===== src/rtl/sprite_mover.sv =====
// rtl/sprite_mover.sv - tile-map sprite mover on a req/ready map port; optional feature macro SPRITE_MOVER_COLLISION_EN
module sprite_mover #(
  parameter int MAP_W      = 40,
  parameter int MAP_H      = 30,
  parameter int COORD_W    = 6,
  parameter int FRAME_DIV  = 25,
  parameter int START_X    = 6,
  parameter int START_Y    = 6,
  parameter int BODY_CODE  = 2,
  parameter int BLANK_CODE = 3,
  parameter int EMPTY_CODE = 0,
  parameter int WALL_CODE  = 1
) (
  input  logic                 clk,
  input  logic                 reset,
  input  logic                 frame,
  input  logic                 activate,
  input  logic [7:0]           control,
  output logic [2*COORD_W-1:0] position,
  input  logic [7:0]           sprite_read,
  input  logic                 ready,
  output logic [7:0]           sprite_write,
  output logic                 write,
  output logic                 req,
  output logic                 moved,
  output logic                 blocked
);

  localparam int CNT_W = (FRAME_DIV > 1) ? $clog2(FRAME_DIV) : 1;
  localparam logic [CNT_W-1:0]   CNT_LAST = CNT_W'(FRAME_DIV - 1);
  localparam logic [COORD_W-1:0] X_LAST   = COORD_W'(MAP_W - 1);
  localparam logic [COORD_W-1:0] Y_LAST   = COORD_W'(MAP_H - 1);
  localparam logic [COORD_W-1:0] X_START  = COORD_W'(START_X);
  localparam logic [COORD_W-1:0] Y_START  = COORD_W'(START_Y);
  localparam logic [4:0]         BODY5    = 5'(BODY_CODE);
  localparam logic [7:0]         BLANK8   = 8'(BLANK_CODE);
  localparam logic [7:0]         EMPTY8   = 8'(EMPTY_CODE);
  localparam logic [7:0]         WALL8    = 8'(WALL_CODE);

  // Orientation codes double as the top bits of the visible sprite code
  localparam logic [1:0] OR_RIGHT = 2'd0;
  localparam logic [1:0] OR_UP    = 2'd1;
  localparam logic [1:0] OR_DOWN  = 2'd2;
  localparam logic [1:0] OR_LEFT  = 2'd3;

  typedef enum logic [2:0] {
    IDLE,
    CALC,
    RD_TGT,
    CHECK,
    WR_NEW,
    WR_OLD,
    DRAW
  } state_t;

  state_t               state;
  logic [CNT_W-1:0]     frame_cnt;
  logic                 tick;
  logic                 tick_pending;
  logic [COORD_W-1:0]   x;
  logic [COORD_W-1:0]   y;
  logic [COORD_W-1:0]   tgt_x;
  logic [COORD_W-1:0]   tgt_y;
  logic [1:0]           orient;
  logic                 blink;

  logic                 dir_any;
  logic [1:0]           dir_orient;
  logic [COORD_W-1:0]   next_x;
  logic [COORD_W-1:0]   next_y;

  logic                 unused_inputs;

`ifdef SPRITE_MOVER_COLLISION_EN
  logic [7:0]           rd_code;
  logic                 blocked_r;

  assign blocked       = blocked_r;
  assign unused_inputs = ^{control[7:6], control[1:0]};
`else
  // Without collision the map is never read and no move is ever refused
  assign blocked       = 1'b0;
  assign unused_inputs = ^{control[7:6], control[1:0], sprite_read, WALL8};
`endif

  // Sprite code shown this tick: body with orientation, or blank in the off phase
  function automatic logic [7:0] visible_code(input logic [1:0] o, input logic b);
    visible_code = b ? {1'b0, o, BODY5} : BLANK8;
  endfunction

  // Frame divider: counts strobes only while the actor is active
  always_ff @(posedge clk or negedge reset) begin
    if (!reset) begin
      frame_cnt <= '0;
    end else if (frame && activate) begin
      if (frame_cnt == CNT_LAST) begin
        frame_cnt <= '0;
      end else begin
        frame_cnt <= frame_cnt + 1'b1;
      end
    end
  end

  assign tick = frame && activate && (frame_cnt == CNT_LAST);

  // Direction decode with priority left > right > up > down and explicit edge wrap
  always_comb begin
    dir_any    = 1'b1;
    dir_orient = orient;
    next_x     = x;
    next_y     = y;
    if (control[5]) begin
      dir_orient = OR_LEFT;
      next_x     = (x == '0) ? X_LAST : x - 1'b1;
    end else if (control[4]) begin
      dir_orient = OR_RIGHT;
      next_x     = (x == X_LAST) ? '0 : x + 1'b1;
    end else if (control[3]) begin
      dir_orient = OR_UP;
      next_y     = (y == '0) ? Y_LAST : y - 1'b1;
    end else if (control[2]) begin
      dir_orient = OR_DOWN;
      next_y     = (y == Y_LAST) ? '0 : y + 1'b1;
    end else begin
      dir_any    = 1'b0;
    end
  end

  // Movement sequencer: owns the map port outputs, the sprite position and the one-deep tick latch
  always_ff @(posedge clk or negedge reset) begin
    if (!reset) begin
      state        <= IDLE;
      x            <= X_START;
      y            <= Y_START;
      tgt_x        <= X_START;
      tgt_y        <= Y_START;
      orient       <= OR_RIGHT;
      blink        <= 1'b0;
      tick_pending <= 1'b0;
      position     <= {X_START, Y_START};
      sprite_write <= 8'h00;
      write        <= 1'b0;
      req          <= 1'b0;
      moved        <= 1'b0;
`ifdef SPRITE_MOVER_COLLISION_EN
      rd_code      <= 8'h00;
      blocked_r    <= 1'b0;
`endif
    end else begin
      moved <= 1'b0;
`ifdef SPRITE_MOVER_COLLISION_EN
      blocked_r <= 1'b0;
`endif
      case (state)
        IDLE: begin
          if (tick_pending && activate) begin
            tick_pending <= 1'b0;
            blink        <= ~blink;
            state        <= CALC;
          end
        end

        CALC: begin
          orient <= dir_orient;
          tgt_x  <= next_x;
          tgt_y  <= next_y;
          req    <= 1'b1;
          if (!dir_any) begin
            write        <= 1'b1;
            position     <= {x, y};
            sprite_write <= visible_code(dir_orient, blink);
            state        <= DRAW;
          end else begin
`ifdef SPRITE_MOVER_COLLISION_EN
            write        <= 1'b0;
            position     <= {next_x, next_y};
            state        <= RD_TGT;
`else
            write        <= 1'b1;
            position     <= {next_x, next_y};
            sprite_write <= visible_code(dir_orient, blink);
            state        <= WR_NEW;
`endif
          end
        end

`ifdef SPRITE_MOVER_COLLISION_EN
        RD_TGT: begin
          if (ready) begin
            rd_code <= sprite_read;
            req     <= 1'b0;
            state   <= CHECK;
          end
        end

        CHECK: begin
          req          <= 1'b1;
          write        <= 1'b1;
          sprite_write <= visible_code(orient, blink);
          if (rd_code == WALL8) begin
            // Refused move still redraws the sprite so the blink phase shows
            blocked_r <= 1'b1;
            position  <= {x, y};
            state     <= DRAW;
          end else begin
            position  <= {tgt_x, tgt_y};
            state     <= WR_NEW;
          end
        end
`endif

        WR_NEW: begin
          if (ready) begin
            position     <= {x, y};
            sprite_write <= EMPTY8;
            state        <= WR_OLD;
          end
        end

        WR_OLD: begin
          if (ready) begin
            x     <= tgt_x;
            y     <= tgt_y;
            moved <= 1'b1;
            req   <= 1'b0;
            write <= 1'b0;
            state <= IDLE;
          end
        end

        DRAW: begin
          if (ready) begin
            req   <= 1'b0;
            write <= 1'b0;
            state <= IDLE;
          end
        end

        default: begin
          req   <= 1'b0;
          write <= 1'b0;
          state <= IDLE;
        end
      endcase

      // Ticks are latched only while idle; one arriving mid-sequence is dropped
      if (tick && (state == IDLE)) begin
        tick_pending <= 1'b1;
      end
    end
  end

endmodule


===== config.mk =====
export PLATFORM = sky130hd
export DESIGN_NAME = sprite_mover
export DESIGN_NICKNAME = d
export VERILOG_FILES = /design/src/rtl/sprite_mover.sv
export SDC_FILE = /design/constraint.sdc
export NUM_CORES = 1
export LEC_CHECK = 0
export ABC_AREA = 1
export CAP_MARGIN = 15
export CORE_ASPECT_RATIO = 0.5
export CORE_UTILIZATION = 45
export CTS_BUF_LIST = sky130_fd_sc_hd__clkbuf_8
export DETAILED_ROUTE_END_ITERATION = 8
export PLACE_DENSITY = 0.68
export SETUP_SLACK_MARGIN = 0.2
export SYNTH_ARGS = -nofsm -noshare
export SYNTH_HDL_FRONTEND = slang
export SYNTH_SLANG_ARGS = --single-unit

===== constraint.sdc =====
create_clock -name clk -period 2.2 [get_ports clk]
set_clock_uncertainty 0.15 [all_clocks]
set_input_delay 0.44 -clock clk [delete_from_list [all_inputs] [get_ports clk]]
set_output_delay 0.44 -clock clk [all_outputs]
set_load 0.005 [all_outputs]

# Word-level counts from Yosys, hierarchy flattened
# Cells that the tools add are included.
classes:
  add_sub_neg: 5
  n_eq_ne: 10
  muxes: 37
  bitwise: 2
  n_reduce_logical: 18
op_table:
  columns: ["op", "n"]
  rows:
  - ["6-bit two-way mux", 10]
  - ["12-bit two-way mux", 2]
  - ["12-bit one-hot mux with 2 select lines", 1]
  - ["8-bit one-hot mux with 2 select lines", 1]
  - ["6-bit by 1-bit adder with 6-bit output (second input constant)", 2]
  - ["6-bit zero test", 2]
  - ["3-bit one-hot mux with 4 select lines", 1]
  - ["6-bit by 1-bit subtractor with 6-bit output (second input constant)", 2]
  - ["1-bit two-way mux", 10]
  - ["2-bit two-way mux", 5]
  - ["2-bit AND reduction", 5]
  - ["3-bit equality test (second input constant)", 3]
  - ["3-bit two-way mux", 3]
  - ["8-bit two-way mux", 1]
  - ["7-bit two-way mux", 1]
  - ["6-bit by 5-bit equality test with 1-bit output (second input constant)", 1]
  - ["6-bit equality test (second input constant)", 1]
  - ["2-bit nonzero test", 3]
  - ["5-bit by 1-bit adder with 5-bit output (second input constant)", 1]
  - ["5-bit equality test (second input constant)", 1]
  - ["5-bit two-way mux", 1]
  - ["1-bit logical AND", 4]
  - ["2-bit inequality test (second input constant)", 2]
  - ["2-bit OR reduction", 2]
  - ["other kinds (6)", 7]
word_totals:
  register_bits: 58
  elab_cells: 85

# Logic depth before layout (Yosys ltp)
logic_depth:
  depth_word: 8
  mapped_depth: 13

# Least setup slack after synthesis
# OpenSTA, ideal clock, no wires.
synth_path:
  path_type: "input port to flip-flop"
  start: "input control[3]"
  end: "register position[4]"
  setup_ns: 0.116
  arrival_ns: 1.405
  required_time_ns: 1.934
  setup_slack_ns: 0.528
  cell_stages: 10
  path_buffers: 2
  cell_sequence: "buf_2 -> nor2_1 -> nand2_1 -> nand2_4 -> inv_4 -> buf_6 -> o21ai_2 -> clkinv_1 -> nand2_1 -> nand2_1"
synth_via:
  elab_chain_len: 5
synth_rtl:
  columns: ["element", "line", "text"]
  rows:
  - ["start: declaration", "18", "input logic [7:0] control,"]
  - ["6-bit two-way mux or 1-bit two-way mux (tied branches)", "118", "end else if (control[3]) begin"]
  - ["6-bit two-way mux or 1-bit two-way mux (tied branches)", "115", "end else if (control[4]) begin"]
  - ["6-bit two-way mux or 1-bit two-way mux (tied branches)", "112", "if (control[5]) begin"]
  - ["12-bit two-way mux *", "168", "if (!dir_any) begin"]
  - ["12-bit one-hot mux with 2 select lines *", "154", "case (state)"]
  - ["end signal: assignment", "140", "position <= {X_START, Y_START};"]
  - ["end signal: assignment", "170", "position <= {x, y};"]
  - ["end signal: assignment", "180", "position <= {next_x, next_y};"]
  - ["end: declaration", "19", "output logic [2*COORD_W-1:0] position,"]
# Every way passes the cells marked *; elsewhere a longest branch is shown, timed or not.
# A chain may end at the register's enable or synchronous reset.

# Final worst setup path
layout_path:
  start: "register position[1]"
  end: "output position[1]"
# No word-level cell between the ends.

==> metrics.txt <==
CTS Buf Count=5; most common cell after layout, fill and taps aside=nand2_1; Yosys warnings=0; max cap viols=0; Slew Viols, Final=0; TritonCTS clock tree=yes; hpwl dp=5.03 mm; DRC=0; worst path arrival time=1.35 ns; clock sink total=54; first-pass GRT wire length=11.5 mm; CP Class=reg -> out; Post-Syn Area per Cell=7.59 µm²; Die H=60.9 µm; die area=0.00729 mm²; type of origin of the critical path=flop; Post-Syn Instances=411; Row Count=21; CP max FO=2; post-place setup slack=0.0349 ns; register area share after synthesis=43.8%; Leak=1.78 nW; number of global-route vias before repair=2500; final setup fails=0; Starting Density=46.6%; clk buf depth=2; setup TNS=0 ns; Die Span X=120 µm; Req. time, crit path=1.61 ns; Total Power=5.08 mW; Clock transition at path regs=0.10 ns; Port Buffers=27; share of cells above drive strength 1=13.0%; via count=2729; CP Cell Sequence=clkdlybuf4s50_1; vias per cell=5.01; Final ANT Viol Nets=0; CP endpoint kind=output pin; pwr dens=1380 mW/mm²; CTS H-tree lvls=2; clk root buf=clkbuf_8; GR Overflow Total=0; Post-Route WL=6.76 mm; Worst path slowest cell=dfstp_2; Distinct cells, synth=37; ant diodes=0; Worst Path Buf+Inv=1; overall routing resource usage=20.6%; first-pass iteration count of the detailed router=4; Final Core Density=55.1%; nets=481; antenna violations before repair=0; critical path's top delay family=flip-flops; Area growth, synth to finish=18.3%; critical hold path startpoint=tgt_y[2]$_DFFE_PN1P_; min Tclk post-route=1.94 ns; Tcrit/Tclk final=88.3%; Max Freq=515 MHz; Worst VDD drop=0.436 mV; Initial DRC Count=120; Synth Register Bits=54; RSZ-0062 raised after global routing=no; RD Place Congestion=0.909; Critical Path Max Stage Delay=0.54 ns; Worst-Skew Late Latency=0.32 ns; IO Pins=45; final hold violations=0; synthesized area=0.00312 mm²; worst r2r src=x[1]$_DFFE_PN1P_; core area=0.00670 mm²; Min-Delay Path Class=reg -> reg; outcome=finished clean; commonest non-fill, non-tap cells in the layout=nand2_1, dfrtp_1, inv_1; worst setup margin=0.258 ns; crit path launch=position[1]$_DFFE_PN1P_; wire per inst=12.4 µm; largest net degree at the start of global routing=55
## area by class of cell
cell class | count | area [µm²]
clock inverter | 2 | 8.76
tap | 92 | 115
multi-input combinational | 299 | 1490
inverter | 44 | 170
clock buffer | 6 | 82.6
fill | 662 | 3010
sequential | 54 | 1370
timing repair buffer | 48 | 463
## repair_timing
item	CTS	global route
hold buffers	1	0
resized for setup	0	1
buffers inserted	0	1
endpoints found under the setup margin	0	2
hold endpoints to repair	42	0
## registers in the layout, summed over array words and instances (netlist names), 2 cells and up
register	cells
tgt_x	6
y	6
orient	2
state	3
x	6
frame_cnt	5
position	12
tgt_y	6
sprite_write	4
## stage by stage
stage	std cells	hold slack [ns]	instance area, µm²
6_report	545	0.321	3690
5_1_grt	545	0.338	3690
4_1_cts	544	0.326	3680
3_5_place_dp	535	0.311	3580
3_3_place_gp	535	0.306	3580
2_1_floorplan	415	-0.00559	3140
## worst paths after layout
kind | cells after the start | to | slack [ns]
setup / recovery | 1 | position[1] | 0.26
hold / removal | 2 | tgt_y[2]$_DFFE_PN1P_ | 0.32
setup reg to reg | 8 | position[11]$_DFFE_PN0P_ | 0.33
hold reg to reg | 2 | tgt_y[2]$_DFFE_PN1P_ | 0.32
max in group asynchronous | 3 | tgt_y[2]$_DFFE_PN1P_ | 1.10
min in group asynchronous | 3 | tick_pending$_DFFE_PN0P_ | 0.49
## cell usage after synthesis
cell / count / area [µm²]
conb_1: 1 / 3.75
nand3b_1: 1 / 7.51
nand4_1: 2 / 12.5
buf_4: 6 / 45.0
clkinv_1: 4 / 15.0
inv_2: 3 / 11.3
dfstp_2: 12 / 315
o21ai_4: 1 / 16.3
clkbuf_1: 3 / 11.3
o21ai_1: 8 / 40.0
xor2_1: 7 / 61.3
nand2_4: 1 / 11.3
nor4_4: 1 / 21.3
o31ai_2: 2 / 25.0
a31oi_1: 2 / 12.5
nor3b_1: 1 / 7.51
nand3_1: 25 / 125
o21ai_0: 35 / 175
nor2_4: 3 / 33.8
nor2_1: 33 / 124
nand2_2: 1 / 6.26
o211ai_1: 3 / 22.5
inv_4: 2 / 12.5
nor2_2: 1 / 6.26
ha_1: 8 / 100
o21bai_1: 2 / 15.0
nor3_2: 1 / 10.0
nand2_1: 132 / 495
clkbuf_2: 1 / 5.00
o21ai_2: 2 / 17.5
a21oi_1: 15 / 75.1
dfrtp_1: 42 / 1050
nor3_1: 6 / 30.0
buf_2: 5 / 25.0
inv_1: 35 / 131
buf_6: 3 / 33.8
xnor2_1: 1 / 8.76
## metal layers
metal	vias up	part of all wire [%]	global-route usage, %
li1	1384	-	-
met1	1281	50	26.5
met2	48	45	34.7
met3	16	3.0	4.42
met4	0	2.0	8.39
met5	-	0	0
## power by group
group / switching, mW / internal, mW
clock: 0.334 / 0.250
sequential: 0.344 / 1.53
combinational: 1.50 / 1.12
## logic make-up after synthesis
group | after synthesis | share of synthesized area (%)
buffers and inverters | 62 | 9.30
AND/OR/NAND/NOR | 208 | 28.5
flip-flops | 54 | 43.8
adder cells (fa/ha/maj) | 8 | 3.21
AO/OA/AOI/OAI | 70 | 12.8
other | 1 | 0.120
XOR/XNOR | 8 | 2.25
(Power assumes the default switching activity.)
